`src/rtl/mem_access_ctrl.sv`:
```
// Fetch + load/store initiator for a word-addressed synchronous memory; data port wins arbitration.
// Big-endian lane extract/extend on loads; byte/half stores become read-modify-write sequences.
module mem_access_ctrl #(
    parameter int MEM_LAT = 1
) (
    input  logic        clk,
    input  logic        rst,
    input  logic        if_req,
    input  logic [31:0] if_addr,
    output logic        if_ready,
    output logic        if_valid,
    output logic [31:0] if_data,
    output logic        if_err,
    input  logic        d_req,
    input  logic        d_we,
    input  logic [1:0]  d_size,
    input  logic        d_unsigned,
    input  logic [31:0] d_addr,
    input  logic [31:0] d_wdata,
    output logic        d_ready,
    output logic        d_valid,
    output logic [31:0] d_rdata,
    output logic        d_err,
    output logic [29:0] mem_addr,
    output logic [31:0] mem_data_in,
    output logic        mem_wr_en,
    input  logic [31:0] mem_data_out,
    output logic        busy
);

    typedef enum logic [2:0] {IDLE, RD_WAIT, RMW_RD, RMW_WR, RESP} state_t;

    localparam logic [2:0] LAT = 3'(MEM_LAT);

    state_t      state;
    logic [2:0]  cnt;
    logic        op_fetch;
    logic        op_we;
    logic        op_uns;
    logic [1:0]  op_size;
    logic [1:0]  op_off;
    logic [15:0] op_wdata;
    logic        d_mis;
    logic        if_mis;

    always_comb begin
        d_mis = 1'b0;
        case (d_size)
            2'b00:   d_mis = 1'b0;
            2'b01:   d_mis = d_addr[0];
            default: d_mis = |d_addr[1:0];
        endcase
    end

    assign if_mis = |if_addr[1:0];
    assign busy   = (state != IDLE);

    // Offset 0 is the most significant lane of the word.
    function automatic logic [31:0] lane_extract(input logic [31:0] w, input logic [1:0] size,
                                                 input logic [1:0] off, input logic uns);
        logic [7:0]  b;
        logic [15:0] h;
        case (off)
            2'd0:    b = w[31:24];
            2'd1:    b = w[23:16];
            2'd2:    b = w[15:8];
            default: b = w[7:0];
        endcase
        h = off[1] ? w[15:0] : w[31:16];
        case (size)
            2'b00:   lane_extract = uns ? {24'd0, b} : {{24{b[7]}}, b};
            2'b01:   lane_extract = uns ? {16'd0, h} : {{16{h[15]}}, h};
            default: lane_extract = w;
        endcase
    endfunction

    function automatic logic [31:0] lane_merge(input logic [31:0] w, input logic [15:0] wd,
                                               input logic [1:0] size, input logic [1:0] off);
        lane_merge = w;
        if (size == 2'b01) begin
            if (off[1]) lane_merge[15:0]  = wd;
            else        lane_merge[31:16] = wd;
        end else begin
            case (off)
                2'd0:    lane_merge[31:24] = wd[7:0];
                2'd1:    lane_merge[23:16] = wd[7:0];
                2'd2:    lane_merge[15:8]  = wd[7:0];
                default: lane_merge[7:0]   = wd[7:0];
            endcase
        end
    endfunction

    always_ff @(posedge clk or negedge rst) begin
        if (!rst) begin
            state       <= IDLE;
            cnt         <= '0;
            op_fetch    <= 1'b0;
            op_we       <= 1'b0;
            op_uns      <= 1'b0;
            op_size     <= '0;
            op_off      <= '0;
            op_wdata    <= '0;
            if_ready    <= 1'b0;
            if_valid    <= 1'b0;
            if_data     <= '0;
            if_err      <= 1'b0;
            d_ready     <= 1'b0;
            d_valid     <= 1'b0;
            d_rdata     <= '0;
            d_err       <= 1'b0;
            mem_addr    <= '0;
            mem_data_in <= '0;
            mem_wr_en   <= 1'b0;
        end else begin
            if_ready <= 1'b0;
            d_ready  <= 1'b0;
            case (state)
                IDLE: begin
                    cnt <= '0;
                    if (d_req) begin
                        d_ready  <= 1'b1;
                        op_fetch <= 1'b0;
                        op_we    <= d_we;
                        op_uns   <= d_unsigned;
                        op_size  <= d_size;
                        op_off   <= d_addr[1:0];
                        op_wdata <= d_wdata[15:0];
                        mem_addr <= d_addr[31:2];
                        if (d_mis) begin
                            d_valid <= 1'b1;
                            d_err   <= 1'b1;
                            state   <= RESP;
                        end else if (d_we && !d_size[1]) begin
                            state <= RMW_RD;
                        end else begin
                            state <= RD_WAIT;
                            if (d_we) begin
                                mem_wr_en   <= 1'b1;
                                mem_data_in <= d_wdata;
                            end
                        end
                    end else if (if_req) begin
                        if_ready <= 1'b1;
                        op_fetch <= 1'b1;
                        op_we    <= 1'b0;
                        op_uns   <= 1'b0;
                        op_size  <= 2'b10;
                        op_off   <= if_addr[1:0];
                        mem_addr <= if_addr[31:2];
                        if (if_mis) begin
                            if_valid <= 1'b1;
                            if_err   <= 1'b1;
                            state    <= RESP;
                        end else begin
                            state <= RD_WAIT;
                        end
                    end
                end
                RD_WAIT: begin
                    if (op_we) begin
                        // Word store: the single write cycle has just completed.
                        mem_wr_en   <= 1'b0;
                        mem_data_in <= '0;
                        d_valid     <= 1'b1;
                        state       <= RESP;
                    end else if (cnt == LAT) begin
                        if (op_fetch) begin
                            if_valid <= 1'b1;
                            if_data  <= mem_data_out;
                        end else begin
                            d_valid <= 1'b1;
                            d_rdata <= lane_extract(mem_data_out, op_size, op_off, op_uns);
                        end
                        state <= RESP;
                    end else begin
                        cnt <= cnt + 3'd1;
                    end
                end
                RMW_RD: begin
                    if (cnt == LAT) begin
                        mem_wr_en   <= 1'b1;
                        mem_data_in <= lane_merge(mem_data_out, op_wdata, op_size, op_off);
                        state       <= RMW_WR;
                    end else begin
                        cnt <= cnt + 3'd1;
                    end
                end
                RMW_WR: begin
                    mem_wr_en   <= 1'b0;
                    mem_data_in <= '0;
                    d_valid     <= 1'b1;
                    state       <= RESP;
                end
                RESP: begin
                    if_valid <= 1'b0;
                    if_err   <= 1'b0;
                    if_data  <= '0;
                    d_valid  <= 1'b0;
                    d_err    <= 1'b0;
                    d_rdata  <= '0;
                    state    <= IDLE;
                end
                default: state <= IDLE;
            endcase
        end
    end

endmodule

```
`config.mk`:
```
export PLATFORM = sky130hd
export DESIGN_NAME = mem_access_ctrl
export DESIGN_NICKNAME = d
export VERILOG_FILES = /design/src/rtl/mem_access_ctrl.sv
export SDC_FILE = /design/constraint.sdc
export NUM_CORES = 1
export LEC_CHECK = 0
export BUFFER_PORTS_ARGS = -buffer_cell sky130_fd_sc_hd__buf_2
export CORE_MARGIN = 10
export CORE_UTILIZATION = 54
export CTS_CLUSTER_SIZE = 20
export DETAILED_ROUTE_END_ITERATION = 6
export PLACE_DENSITY = 0.85
export SKIP_LAST_GASP = 1
export SLEW_MARGIN = 20
export SYNTH_ARGS = -nofsm -noshare
export SYNTH_HDL_FRONTEND = slang
export SYNTH_SLANG_ARGS = --single-unit
```
`constraint.sdc`:
```
create_clock -name clk -period 4.3 [get_ports clk]
set_input_delay 0.43 -clock clk [delete_from_list [all_inputs] [get_ports clk]]
set_output_delay 0.43 -clock clk [all_outputs]
set_load 0.005 [all_outputs]
```
# Yosys cells after proc, flatten, opt, wreduce, memory -nomap -nowiden
# Cells that the tools add are included.
# totals
reg_bits	162
wordCells	152
# op_classes
reduce_logical	28
n_addsub	1
mux	78
eq_ne	26
# ops
cell	n
$mux W32	15
$pmux W32 S2	3
$pmux W32 S4	1
$mux W30	2
$mux W16	3
$mux W8	4
$ne A2 B2 Y1 const B	14
$mux W1	27
$mux W3	9
$pmux W8 S3	1
$reduce_and A7 Y1	2
$pmux W3 S4	1
$reduce_and A4 Y1	3
$mux W2	5
$ne A3 B3 Y1 const B	3
$pmux W3 S3	1
$reduce_bool A3 Y1	3
$pmux W1 S4	2
$reduce_bool A4 Y1	2
$eq A2 B1 Y1 const B	3
$eq A3 B1 Y1 const B	2
$eq A3 B2 Y1 const B	2
$logic_not A2 Y1	3
$pmux W1 S2	3
13 further kinds	19

# Logic depth before layout (Yosys ltp)
# logic_depth
depth_word	8
ltp_mapped	8

# Worst setup path before layout
# Ideal clock, no wire load.
# synth_timing
path_kind	reg-to-reg
from	register cnt[1]
to	register if_data[0]
setup_ns	0.121
t_required_ns	4.179
n_path_buf	1
setup_slack_ns	2.424
stages_incl_launch_ff	8
period_less_slack_ns	1.876
arrival_time_ns	1.755
path_cell_list	dfrtp_1 > inv_1 > ha_1 > nand2b_1 > or4_1 > a21o_1 > clkbuf_1 > a22o_1
# synth_via
elab_chain_len	3
# synth_rtl
element	line_no	source
start: declaration	36	logic [2:0] cnt;
start signal: assignment	176	cnt <= cnt + 3'd1;
start signal: assignment	185	cnt <= cnt + 3'd1;
$eq A3 B1 Y1	166	end else if (cnt == LAT) begin
$ne A2 B2 Y1 (no line)	--	
$reduce_and A4 Y1 (no line)	--	
end signal: assignment	169	if_data <= mem_data_out;
end: declaration	12	output logic [31:0] if_data,
# No other way between the ends.
# A chain may end at the register's enable or synchronous reset.

# Worst setup path in the final report
# layout_timing
from	register op_off[1]
to	register d_rdata[26]
# layout_via
elab_chain_len	8
word_cells_on_any_way	12
classes_between	eq/ne (2); mux (9); reduce/logical (1)
# layout_rtl
element	line_no	source
start: declaration	41	logic [1:0] op_off;
start signal: assignment	126	op_off <= d_addr[1:0];
start signal: assignment	148	op_off <= if_addr[1:0];
$eq A2 B2 Y1, or another cell as far along	63	case (off)
$pmux W8 S3	63	
$mux W32	71	2'b00: lane_extract = uns ? {24'd0, b} : {{24{b[7]}}, b};
$pmux W32 S2 (*)	70	case (size)
$mux W32 (*)	167	if (op_fetch) begin
$mux W32 (*)	166	
$mux W32 (*)	160	if (op_we) begin
$pmux W32 S2 (*)	117	case (state)
end signal: assignment	172	d_rdata <= lane_extract(mem_data_out, op_size, op_off, op_uns);
end: declaration	22	output logic [31:0] d_rdata,
# Mark *: on every way between the ends. The rest lies on a longest branch, timed or not. The select of a mux whose other input is x is not followed.

==> key figures <==
Timing
  – Total setup violations reported at the end of the flow: 0
  – Relative slew slack: about a quarter
  – Pin slew with the least headroom to its limit: 1.14 ns
  – Setup repair after global routing missed its margin: false
  – Final-layout setup total negative slack: 0 ns
  – Peak Freq: approximately 0.38 GHz
  – Fin. max-slew vios: 0
  – Number of hold violations in the final report: 0
  – Final worst clock skew: about 0.010 ns
  – Smallest hold slack: roughly 0.07 ns
  – Period minus WS final: roughly 2.6 ns
  – Post-route fraction of the period consumed by the critical path: 61.5%

Worst setup path
  – Critical path launch point type: register
  – Family with the most delay on the worst path: compound AO/OA/AOI/OAI gates
  – Arr. time, crit path: approximately 3 ns
  – Critical Setup Path Class: reg2reg
  – Endpoint type of the worst setup path: register
  – Cell with the largest stage delay on the worst path: sky130_fd_sc_hd__dfrtp_1
  – Required time of the worst setup path: ~4.7 ns
  – Ordered list of cells on the worst path: nor3b_1 -> a22oi_1 -> a2111oi_4 -> a221o_1
  – Slowest stage delay, CP: between 0.9 and 1 ns
  – Cells on worst reg2reg path: 4
  – Buf/Inv on CP: 0
  – Crit. path cell count: 4
  – Largest driver fanout on the critical path: 26

Clocking
  – Sink Count: approximately 160
  – Clock buffer count from CTS: 17
  – Clock Tree Root: sky130_fd_sc_hd__clkbuf_16
  – Post-CTS resize count: 0
  – Worst-case clock buffer depth: 2
  – Count of H-tree levels built during CTS: 4
  – Clock latency on the worst-skew pair: around 0.43 ns
  – Clock tree from TritonCTS: yes
  – Post-CTS Setup Inserts: 0
  – CTS hold repair buffers: 0
  – Clock slew seen by the registers of the worst setup and hold paths: roughly 0.07 ns

Logic synthesis
  – Dominant synthesized flop cell: sky130_fd_sc_hd__dfrtp_1
  – Post-synth EDFFs: 0
  – Count of cell types in the netlist: 48
  – Flop and latch count out of synthesis: roughly 160
  – Synthesized netlist cell count: 730
  – Share of the synthesized area in the top cell type: 52.4%
  – Post-synthesis net count: between 800 and 900
  – Cell taking the most area after synthesis: sky130_fd_sc_hd__dfrtp_1
  – Top post-synthesis cells by count: sky130_fd_sc_hd__dfrtp_1, sky130_fd_sc_hd__nand2_1, sky130_fd_sc_hd__o21ai_0
  – Cell with the most instances after synthesis: sky130_fd_sc_hd__dfrtp_1
  – Part of the Yosys area used for sequential elements: between 50 and 60%
  – Average cell area after synthesis: approximately 11 µm²
  – Fraction of synthesis flops using an asynchronous set or reset pin: 100%
  – Synth top area cells: sky130_fd_sc_hd__dfrtp_1, sky130_fd_sc_hd__mux2_2, sky130_fd_sc_hd__mux2i_1, sky130_fd_sc_hd__nand2_1, sky130_fd_sc_hd__a22o_1
  – Warnings, synthesis: 0
  – Synthesized cell area: 0.00774 mm²

Global routing
  – Wire length of the first global-routing pass: between 40000 and 50000 µm
  – Remaining Overflow, GRT: 0
  – Maximum number of pins on one net before global-route repair: a little over 100
  – Initial antenna violation count: 0
  – Vias in the first global route: about 7.2k
  – All-Layer GR Usage: 26.3%

Power and ir drop
  – Leakage component of the power: around 4.8 nW
  – Largest voltage drop on the vdd net: around 360 µV
  – Pwr dens: 684 mW/mm²
  – Final Total Pwr: between 6 and 7 mW

Die
  – Number of top-level pins: 270
  – Floorplan core area: approximately 0.014 mm²
  – Floorplan die height: roughly 140 µm
  – Die outline width: about 140 µm
  – Total die area: roughly 0.02 mm²
  – Core Rows: 43
  – Initial standard-cell utilization of the core: between 50% and 60%

Finish
  – # nets final: roughly 1.1k
  – Post-Layout Cell Count: around 1.2k
  – Area delta synth->final: 26.4%
  – Layout Utilization: 69.9%
  – Fraction of layout cells with a size suffix above 1: 37.3%
  – Number of inserted filler cells in the final layout: 1072

Placed design
  – Number of port buffers: 269
  – Placed instance count: between 1k and 1.5k
  – Last weighted congestion value of the routability-driven placer: between 0.9 and 1
  – DP Wirelength: ~20000 µm

Detailed routing
  – DR DRC count: 0
  – Post-detailed-route wirelength per cell: between 20 and 25 µm
  – Antenna Nets Post-Route: 0
  – Total routed wirelength: 26800 µm
  – Routed via count: about 7k
  – 1st-pass router iterations: 7
  – Detailed Route Iter0 Violations: 950
  – Via count normalized by instance count: between 6 and 7

Run
  – Max-cap violation count: 0

Hold path
  – Classification of the worst-slack hold path: in2async

Run status
  – Run status: complete, no violations
-- report_power, final --
part	leakage [nW]	switching, mW	internal, mW	total [mW]
clock network	0.292	0.643	0.922	1.56
logic	2.43	1.46	1.07	2.53
registers	2.05	0.518	2.08	2.60
total	4.77	2.62	4.07	6.69
-- worst reg2reg max path: cells and delay by family (launching register included) --
| family | cells | cell delay, ns |
|---|---|---|
| and+or+nand+nor | 1 | 0.28 |
| DFF | 1 | 0.95 |
| AOI/OAI and AO/OA | 3 | 1.35 |
-- layout make-up --
cell class / instances / area, µm² / area share [%]
flip-flops and latches: 162 / 4050 / 41.4
multi-input cells: 498 / 3400 / 34.8
repair buffers: 282 / 1450 / 14.9
clock buffers: 18 / 429 / 4.39
well taps: 180 / 225 / 2.30
clock inverters: 14 / 176 / 1.80
inverters: 10 / 37.5 / 0.384
diodes: 1 / 2.50 / 0.0256
-- routing by layer --
| layer | track usage (%) | vias to the layer above | wire length [µm] |
|---|---|---|---|
| li1 | - | 3186 | - |
| met1 | 31.9 | 3404 | 10300 |
| met2 | 40.9 | 506 | 12400 |
| met3 | 9.94 | 74 | 3180 |
| met4 | 11.8 | 0 | 1030 |
| met5 | 0 | - | 0 |
-- stage by stage --
stage | cell area, µm² | setup slack [ns]
CTS | 9760 | 1.66
global route | 9780 | 1.49
global placement | 9150 | 1.79
detailed placement | 9150 | 1.69
floorplan | 7740 | 2.42
finish | 9780 | 1.66
-- cell families after synthesis --
| kind of cell | Yosys count | share of synthesized area, % |
|---|---|---|
| AND/OR/NAND/NOR | 163 | 9.52 |
| buffers and inverters | 70 | 4.12 |
| AO/OA/AOI/OAI | 251 | 22.1 |
| multiplexers | 82 | 11.5 |
| adder cells (fa/ha/maj) | 2 | 0.323 |
| flip-flops | 162 | 52.4 |
-- path summary, 6_finish.rpt --
kind / startpoint / slack [ns] / to
worst max-delay path: op_off[1] / 1.66 / d_rdata[26]
worst min-delay path: rst / 0.07 / mem_data_in[26]
worst max register to register: op_off[1] / 1.66 / d_rdata[26]
worst min register to register: mem_addr[13] / 0.48 / mem_addr[13]
max in group asynchronous: rst / 3.17 / op_size[0]
min in group clk: d_unsigned / 0.23 / op_uns
-- registers in the layout (all words and copies together) (netlist names), 2 cells and up --
name	count
state	3
cnt	3
op_wdata	16
mem_data_in	32
mem_addr	30
op_size	2
op_off	2
if_data	32
d_rdata	32
-- cells in the final DEF, fill, tap and decap left out, types with 10 or more instances in the layout --
master / instances
sky130_fd_sc_hd__a21oi_1: 45
sky130_fd_sc_hd__a221o_1: 17
sky130_fd_sc_hd__a22o_1: 42
sky130_fd_sc_hd__a31oi_1: 33
sky130_fd_sc_hd__buf_2: 268
sky130_fd_sc_hd__buf_4: 12
sky130_fd_sc_hd__clkbuf_16: 17
sky130_fd_sc_hd__dfrtp_1: 162
sky130_fd_sc_hd__inv_1: 10
sky130_fd_sc_hd__mux2_2: 42
sky130_fd_sc_hd__mux2i_1: 38
sky130_fd_sc_hd__nand2_1: 100
sky130_fd_sc_hd__nor2_1: 23
sky130_fd_sc_hd__o21ai_0: 64
sky130_fd_sc_hd__o221ai_1: 16
(Power assumes the default switching activity.)
